### src/rtl/operand_prefixer_pkg.sv
// operand_prefixer_pkg
//   Shared definitions for the operand prefixer: instruction function codes,
//   nibble width and the state encoding exposed on the debug port.
package operand_prefixer_pkg;

    localparam int NIBBLE_W = 4;

    localparam logic [3:0] FN_PFIX = 4'h2;
    localparam logic [3:0] FN_LDC  = 4'h4;
    localparam logic [3:0] FN_NFIX = 4'h6;

    typedef enum logic [1:0] {
        IDLE   = 2'd0,
        PREFIX = 2'd1,
        FULL   = 2'd2
    } state_t;

    // Number of bits needed to count prefixes up to width/4-1 (at least 1).
    function automatic int depth_bits(input int width);
        return (width / NIBBLE_W > 1) ? $clog2(width / NIBBLE_W) : 1;
    endfunction

endpackage

### src/rtl/operand_prefixer_accum.sv
// prefix_accum
//   Combinational next-state for the prefix accumulator.
//   Ports:
//     oreg_i/depth_i/ovf_i : current accumulator, prefix depth, sticky overflow
//     fn_i/data_i          : function code and data nibble of the incoming byte
//     oreg_o/depth_o/ovf_o : values to load if the byte is an accepted prefix
//     is_prefix_o          : fn_i is a pfix or nfix code
module prefix_accum
    import operand_prefixer_pkg::*;
#(
    parameter int         WIDTH   = 16,
    parameter int         DEPTH_W = 2,
    parameter logic [3:0] PFIX_FN = FN_PFIX,
    parameter logic [3:0] NFIX_FN = FN_NFIX
) (
    input  logic [WIDTH-1:0]   oreg_i,
    input  logic [DEPTH_W-1:0] depth_i,
    input  logic               ovf_i,
    input  logic [3:0]         fn_i,
    input  logic [3:0]         data_i,
    output logic [WIDTH-1:0]   oreg_o,
    output logic [DEPTH_W-1:0] depth_o,
    output logic               ovf_o,
    output logic               is_prefix_o
);

    localparam logic [DEPTH_W-1:0] DEPTH_MAX = DEPTH_W'(WIDTH / NIBBLE_W - 1);

    logic [WIDTH-1:0] merged;
    logic [WIDTH-1:0] inverted;
    logic             at_max;

    assign merged   = oreg_i | {{(WIDTH-NIBBLE_W){1'b0}}, data_i};
    assign inverted = ~merged;
    assign at_max   = (depth_i == DEPTH_MAX);

    always_comb begin
        oreg_o      = oreg_i;
        depth_o     = depth_i;
        ovf_o       = ovf_i;
        is_prefix_o = 1'b0;
        if (fn_i == PFIX_FN) begin
            is_prefix_o = 1'b1;
            oreg_o      = merged << NIBBLE_W;
            if (at_max) ovf_o = 1'b1;
            else        depth_o = depth_i + 1'b1;
        end else if (fn_i == NFIX_FN) begin
            is_prefix_o = 1'b1;
            oreg_o      = inverted << NIBBLE_W;
            // Shifting out an all-ones nibble is just sign extension of a
            // negative operand, so only other values count as lost bits.
            if (at_max) begin
                if (inverted[WIDTH-1 -: NIBBLE_W] != 4'hF) ovf_o = 1'b1;
            end else begin
                depth_o = depth_i + 1'b1;
            end
        end
    end

endmodule

### src/rtl/operand_prefixer.sv
// operand_prefixer
//   Accumulates pfix/nfix data nibbles into a WIDTH-bit operand and emits
//   {fn, operand, ovf} through a one-entry registered output on any other
//   function byte.
//   Ports:
//     CLK, RESET_N (async active-low), FLUSH (sync clear of all state)
//     IN_BYTE/IN_VALID/IN_READY : input byte stream, fn=[7:4], data=[3:0]
//     OUT_FN/OUT_OPERAND/OUT_OVF/OUT_VALID/OUT_READY : completed instruction
//     DBG_STATE : current controller state
//   Handshake: a transfer happens on a rising edge where valid and ready are
//   both high; valid never depends on ready, and the payload holds steady
//   while valid is high and ready is low.
module operand_prefixer
    import operand_prefixer_pkg::*;
#(
    parameter int         WIDTH   = 16,
    parameter logic [3:0] PFIX_FN = FN_PFIX,
    parameter logic [3:0] NFIX_FN = FN_NFIX
) (
    input  logic             CLK,
    input  logic             RESET_N,
    input  logic             FLUSH,
    input  logic [7:0]       IN_BYTE,
    input  logic             IN_VALID,
    output logic             IN_READY,
    output logic [3:0]       OUT_FN,
    output logic [WIDTH-1:0] OUT_OPERAND,
    output logic             OUT_OVF,
    output logic             OUT_VALID,
    input  logic             OUT_READY,
    output state_t           DBG_STATE
);

    localparam int DEPTH_W = depth_bits(WIDTH);

    logic [WIDTH-1:0]   oreg_q, oreg_d;
    logic [DEPTH_W-1:0] depth_q, depth_d;
    logic               ovf_q, ovf_d;
    logic               is_prefix;
    state_t             state_q;
    logic [3:0]         out_fn_q;
    logic [WIDTH-1:0]   out_operand_q;
    logic               out_ovf_q;
    logic               out_valid_q;
    logic               accept;
    logic [3:0]         in_fn;
    logic [3:0]         in_data;

    assign in_fn   = IN_BYTE[7:4];
    assign in_data = IN_BYTE[3:0];

    // Ready when the output slot is empty or being drained this cycle.
    assign IN_READY = ~out_valid_q | OUT_READY;
    assign accept   = IN_VALID & IN_READY;

    prefix_accum #(
        .WIDTH   (WIDTH),
        .DEPTH_W (DEPTH_W),
        .PFIX_FN (PFIX_FN),
        .NFIX_FN (NFIX_FN)
    ) u_accum (
        .oreg_i      (oreg_q),
        .depth_i     (depth_q),
        .ovf_i       (ovf_q),
        .fn_i        (in_fn),
        .data_i      (in_data),
        .oreg_o      (oreg_d),
        .depth_o     (depth_d),
        .ovf_o       (ovf_d),
        .is_prefix_o (is_prefix)
    );

    always_ff @(posedge CLK or negedge RESET_N) begin
        if (!RESET_N) begin
            oreg_q        <= '0;
            depth_q       <= '0;
            ovf_q         <= 1'b0;
            state_q       <= IDLE;
            out_fn_q      <= '0;
            out_operand_q <= '0;
            out_ovf_q     <= 1'b0;
            out_valid_q   <= 1'b0;
        end else if (FLUSH) begin
            // Flush overrides any accept; the presented byte is dropped.
            oreg_q        <= '0;
            depth_q       <= '0;
            ovf_q         <= 1'b0;
            state_q       <= IDLE;
            out_fn_q      <= '0;
            out_operand_q <= '0;
            out_ovf_q     <= 1'b0;
            out_valid_q   <= 1'b0;
        end else if (accept && is_prefix) begin
            // A prefix is only accepted from FULL when the output drains.
            oreg_q      <= oreg_d;
            depth_q     <= depth_d;
            ovf_q       <= ovf_d;
            out_valid_q <= 1'b0;
            state_q     <= PREFIX;
        end else if (accept) begin
            out_fn_q      <= in_fn;
            out_operand_q <= oreg_q | {{(WIDTH-NIBBLE_W){1'b0}}, in_data};
            out_ovf_q     <= ovf_q;
            out_valid_q   <= 1'b1;
            oreg_q        <= '0;
            depth_q       <= '0;
            ovf_q         <= 1'b0;
            state_q       <= FULL;
        end else if (out_valid_q && OUT_READY) begin
            out_valid_q <= 1'b0;
            state_q     <= IDLE;
        end
    end

    assign OUT_FN      = out_fn_q;
    assign OUT_OPERAND = out_operand_q;
    assign OUT_OVF     = out_ovf_q;
    assign OUT_VALID   = out_valid_q;
    assign DBG_STATE   = state_q;

endmodule

### config.mk
export PLATFORM = sky130hd
export DESIGN_NAME = operand_prefixer
export DESIGN_NICKNAME = d
export VERILOG_FILES = /design/src/rtl/operand_prefixer_pkg.sv /design/src/rtl/operand_prefixer_accum.sv /design/src/rtl/operand_prefixer.sv
export SDC_FILE = /design/constraint.sdc
export NUM_CORES = 1
export LEC_CHECK = 0
export CELL_PAD_IN_SITES_DETAIL_PLACEMENT = 0
export CELL_PAD_IN_SITES_GLOBAL_PLACEMENT = 1
export CORE_MARGIN = 2
export CORE_UTILIZATION = 30
export DETAILED_ROUTE_END_ITERATION = 8
export PLACE_DENSITY = 0.6
export RECOVER_POWER = 25
export SLEW_MARGIN = 20
export SYNTH_ARGS = -nofsm -noshare
export SYNTH_HDL_FRONTEND = slang
export SYNTH_HIERARCHICAL = 1
export SYNTH_SLANG_ARGS = --single-unit
### constraint.sdc
create_clock -name CLK -period 1.6 [get_ports CLK]
set_clock_uncertainty 0.05 [all_clocks]
set_input_delay 0.16 -clock CLK [delete_from_list [all_inputs] [get_ports CLK]]
set_output_delay 0.16 -clock CLK [all_outputs]
set_load 0.05 [all_outputs]
# Word level (Yosys, flattened, before mapping)
# Cells that the tools add are included.
# totals
regBits	43
latch_bits	0
ramBits	0
mem_bits_ro	0
inputBits	13
elab_cells	68
mem_count	0
# classes
n_addsub	1
multipliers	0
div_mod_pow	0
magnitude_cmp	0
n_eq_ne	8
shift	0
n_mux	38
n_bitwise	5
n_reduce_logical	8
# ops
op	count
two-way mux 16 bit	8
two-way mux 2 bit	10
two-way mux 1 bit	17
NOT 16 bit	1
bitwise OR 16 x 4 -> 16 bit	1
two-way mux 4 bit	3
inequality test 4 x 2 -> 1 bit (second input constant)	2
equality test 4 x 2 -> 1 bit (second input constant)	1
equality test 4 x 3 -> 1 bit (second input constant)	1
inequality test 4 bit (second input constant)	1
AND reduction 2 bit	2
AND reduction 4 bit	1
nonzero test 4 bit	1
inequality test 3 x 2 -> 1 bit (second input constant)	1
nonzero test 3 bit	1
adder 2 x 1 -> 2 bit (second input constant)	1
equality test 2 bit (second input constant)	1
logical AND 1 bit	2
inequality test 2 bit (second input constant)	1
nonzero test 2 bit	1
bitwise AND 1 bit	1
NOT 1 bit	1
bitwise OR 1 bit	1

# Longest topological paths before layout
# logic_depth
ltp_word	9
ltp_mapped	6

# Hierarchy
# The synthesis kept the hierarchy.
# by_module_without_submodules
mod	instances	cells_per_inst	area_each_um2	seq_area_each_um2
operand_prefixer	1	107	1574.0	1051.0
prefix_accum	1	58	352.8	0.0

# Least setup slack after synthesis
# Ideal clock, no wire load.
# synth_path
kind	register -> register
start	reg out_valid_q (netlist: OUT_VALID)
end	reg out_fn_q[0] (netlist: OUT_FN[0])
setup_time_ps	67
arrival_time_ps	1627
required_ps	1483
slack_ps	-144
stages_incl_launch_ff	6
synth_period_minus_slack_ps	1744
path_cell_list	dfrtp_1 nor2b_4 inv_2 a31oi_4 buf_4 a22o_1
# synth_between
elab_chain_cells	6
# synth_lines
element	line	text
from (decl)	operand_prefixer.sv:44	logic out_valid_q;
from (signal assigned)	operand_prefixer.sv:82	out_valid_q <= 1'b0;
from (signal assigned)	operand_prefixer.sv:92	out_valid_q <= 1'b0;
from (signal assigned)	operand_prefixer.sv:98	out_valid_q <= 1'b0;
NOT 1 bit *	operand_prefixer.sv:53	assign IN_READY = ~out_valid_q | OUT_READY;
bitwise OR 1 bit *	operand_prefixer.sv:53	
named net IN_READY	operand_prefixer.sv:25	output logic IN_READY,
bitwise AND 1 bit *	operand_prefixer.sv:54	assign accept = IN_VALID & IN_READY;
logical AND 1 bit	operand_prefixer.sv:93	end else if (accept && is_prefix) begin
inequality test 2 bit (no line)	--	
AND reduction 2 bit (no line) *	--	
to (signal assigned)	operand_prefixer.sv:101	out_fn_q <= in_fn;
to (decl)	operand_prefixer.sv:41	logic [3:0] out_fn_q;
# The timed path passes the listed nets; every way through them passes the cells marked *.
# A chain may end at the register's enable or synchronous reset.

# Worst setup path after layout
# layout_path
start	in IN_BYTE[5]
end	reg out_operand_q[4] (netlist: OUT_OPERAND[4])
# layout_between
elab_chain_cells	6
# layout_lines
element	line	text
from (decl)	operand_prefixer.sv:23	input logic [7:0] IN_BYTE,
equality test 4 x 3 -> 1 bit	operand_prefixer_accum.sv:47	end else if (fn_i == NFIX_FN) begin
two-way mux 1 bit	operand_prefixer_accum.sv:47	
two-way mux 1 bit *	operand_prefixer_accum.sv:42	if (fn_i == PFIX_FN) begin
named net is_prefix	operand_prefixer.sv:39	logic is_prefix;
logical AND 1 bit *	operand_prefixer.sv:93	
inequality test 2 bit (no line) *	--	
AND reduction 2 bit (no line) *	--	
to (signal assigned)	operand_prefixer.sv:102	out_operand_q <= oreg_q | {{(WIDTH-NIBBLE_W){1'b0}}, in_data};
to (decl)	operand_prefixer.sv:42	logic [WIDTH-1:0] out_operand_q;
# Marked as above.

==> flow_metrics.env <==
export IMPL_status="completed"
export IMPL_async_flop_share_pct=100
export IMPL_synth_top_cell_area_share_pct=54.5
export IMPL_cts_tree="done"
export IMPL_power_density_nw_per_um2=812
export IMPL_synthTopCellsByCount="dfrtp_1 (42), a22o_1 (36), nand2_1 (14)"
export IMPL_groute_usage_overall_pct=13.6
export IMPL_wirelength_mm=4.78
export IMPL_layout_min_cycle_time_ps=1550
export IMPL_cp_max_fo=5
export IMPL_core_region_area_um2=6280
export IMPL_final_cells=299
export IMPL_vias=1454
export IMPL_syn2layout_area_growth_pct=36.2
export IMPL_drv_cap=0
export IMPL_slew_violations=0
export IMPL_clk_pin_slew_ps=80
export IMPL_final_layout_size_suffix_gt1_share_pct=30.6
export IMPL_post_dp_cell_area_um2=2410
export IMPL_power_mw=2.13
export IMPL_ys_flop_type="dfrtp_1"
export IMPL_placed_cells=284
export IMPL_row_count=29
export IMPL_cts_buffer_depth=2
export IMPL_drtIter0Drc=66
export IMPL_path_delay_family="buffers and inverters"
export IMPL_dp_hpwl_mm=3.07
export IMPL_path_buf_inv=5
export IMPL_cp_cell_sequence="clkdlybuf4s50_1, or3b_4, inv_2, inv_2, a31oi_4, buf_12, clkbuf_16, a22o_1"
export IMPL_ir_drop_mv=0.320
export IMPL_cp_arrival_ps=1730
export IMPL_cp_data_required_time_ps=1780
export IMPL_cp_start_kind="input port"
export IMPL_p_leak_nw=1.24
export IMPL_gr_total_overflow=0
export IMPL_first_pass_iters=4
export IMPL_timing_fmax_mhz=644
export IMPL_ys_top_cells_by_area="dfrtp_1 (55%), a22o_1 (16%), xnor2_1 (3.6%), nand2_1 (2.7%), o21ai_1 (2.6%)"
export IMPL_h_tree_depth=2
export IMPL_antenna_found_initial=0
export IMPL_ant_nets=0
export IMPL_synthCells=165
export IMPL_synth_top_cell_by_area="dfrtp_1"
export IMPL_grt_max_degree=43
export IMPL_crit_top_cell="inv_2"
export IMPL_synth_most_common_cell="dfrtp_1"
export IMPL_die_h_um=84.1
export IMPL_path_class="in2reg"
export IMPL_die_x_um=84.1
export IMPL_wl_per_cell_um=16.0
export IMPL_synth_enable_flop_cells=0
export IMPL_syn_area_um2=1930
export IMPL_nFillCells=634
export IMPL_ys_warnings_count=6
export IMPL_min_path_type="in2reg"
export IMPL_diodes=0
export IMPL_synth_nets=178
export IMPL_grt_pass1_wl_mm=7.62
export IMPL_avgSynthCellArea_um2=11.7
export IMPL_cts_root_buf="clkbuf_8"
export IMPL_cts_sinks=42
export IMPL_slew_headroom_pct=37.3
export IMPL_finalSetupViolCount=0
export IMPL_clock_latency_ps=290
export IMPL_end_kind="flip-flop"
export IMPL_viasPerCell=4.86
export IMPL_yosysSeqAreaShare_pct=54.5
export IMPL_design_area_um2=2630
export IMPL_grt_pass1_vias=1508
export IMPL_multi_input_area_um2=787
export IMPL_port_buffers=37
export IMPL_rsz0062_at_grt="false"
export IMPL_drcViolationCount=0
export IMPL_ys_types=30
export IMPL_numCtsBuffers=5
export IMPL_place_congestion=0.720
export IMPL_hold_violations=0
export IMPL_slowest_delay_ps=470
export IMPL_io_pin_count=38
export IMPL_slowest_stage="clkdlybuf4s50_1"
export IMPL_nets=234
export IMPL_initial_core_util_pct=30.7
export IMPL_dieArea_um2=7080
export IMPL_max_slew_worst_pin_slew_ps=940
export IMPL_holdWs_ps=441
export IMPL_seq_area_um2=1050
export IMPL_synth_seq_cells=42
export IMPL_min_period_over_period_pct=97.1
export IMPL_tns_ps=0
==> logic make-up (layout without fill, tap and decap cells) <==
family | after synthesis | after routing | synth area share [%]
AO/OA/AOI/OAI | 58 | 58 | 24.3
flip-flops | 42 | 42 | 54.5
XOR/XNOR | 12 | 12 | 5.45
AND/OR/NAND/NOR | 37 | 37 | 10.2
buffers and inverters | 16 | 73 | 5.52
==> timing repair <==
| item | CTS | global route |
|---|---|---|
| cloned | 0 | 3 |
| setup endpoints to repair | 35 | 31 |
| endpoints found under the hold margin | 42 | 0 |
| gates resized for setup | 1 | 5 |
| hold buffers | 1 | 0 |
| pin swaps | 2 | 1 |
| setup buffers | 2 | 1 |
==> through the flow <==
stage	setup WS [ps]	util (%)
6_report	46.7	41.8
5_1_grt	7.99	41.8
4_1_cts	2.72	40.3
3_5_place_dp	-356	38.4
3_3_place_gp	-337	38.4
2_1_floorplan	3.12	-
==> worst register-to-register path, cell delays in order (launching register included) <==
cell	delay, ps
dfrtp_1	440
nor4_2	380
nand2_1	100
a41o_1	250
a22o_1	200
==> cell usage in the layout (no fill, tap or decap) <==
cell type and count:
a31o_1 1, nor2_1 11, inv_2 3, a21oi_1 2, nor3b_2 1, xor2_1 4, a31oi_4 1, nand2_1 14
clkbuf_8 6, o2bb2ai_1 4, dfrtp_2 1, clkbuf_1 1, nor2b_4 1, clkdlybuf4s50_1 11, xnor2_1 8, dfrtp_1 41
buf_4 39, clkinv_2 1, o21ai_1 10, nor4_2 1, buf_6 3, nor3_4 2, or3_1 1, or3b_4 1
and2_1 4, a41o_1 1, a21o_1 1, o21ai_0 2, buf_12 4, clkbuf_16 2, a22o_1 36, nand2b_1 1
dlygate4sd3_1 1, buf_2 2
==> registers in the layout (all words and copies together), names as in the netlist <==
signal       count
OUT_FN           4
OUT_VALID        1
OUT_OPERAND     16
ovf_q            1
DBG_STATE        1
depth_q          2
OUT_OVF          1
oreg_q          16
==> worst paths after layout <==
path / from / end / slack, ps / depth (start not counted)
min reg2reg: OUT_OPERAND[2]$_DFFE_PN0P_ / OUT_OPERAND[2]$_DFFE_PN0P_ / 450 / 1
max: IN_BYTE[5] / OUT_OPERAND[4]$_DFFE_PN0P_ / 50 / 8
min in group asynchronous: RESET_N / OUT_OPERAND[14]$_DFFE_PN0P_ / 580 / 3
max in group asynchronous: RESET_N / OUT_VALID$_DFFE_PN0P_ / 270 / 3
min: IN_BYTE[5] / OUT_FN[1]$_DFFE_PN0P_ / 440 / 2
max reg2reg: oreg_q[12]$_DFFE_PN0P_ / ovf_q$_DFFE_PN0P_ / 70 / 4
==> final cells by class <==
class | count | area share [%]
Timing Repair Buffer | 62 | 22.4
Multi-Input combinational cell | 107 | 30.0
Clock inverter | 1 | 0.191
Sequential cell | 42 | 40.1
Clock buffer | 7 | 3.29
Inverter | 3 | 0.429
Tap cell | 77 | 3.67
==> power breakdown <==
part	internal, mW	leakage (nW)	switching [mW]	total (mW)
clock	0.348	0.0482	0.343	0.692
combinational	0.151	0.614	0.202	0.353
sequential	1.08	0.580	0.0109	1.09
total	1.58	1.24	0.556	2.13
==> metal layers <==
layer / routed length [um] / part of all wire (%) / up-vias / GRT usage, %
met4: 55 / 1.2 / 0 / 4.84
met1: 2140 / 45 / 722 / 17.9
met2: 2460 / 51 / 25 / 22.4
li1: - / - / 702 / -
met3: 125 / 2.6 / 5 / 2.65
met5: 0 / 0 / - / 0
(Power assumes the default switching activity.)
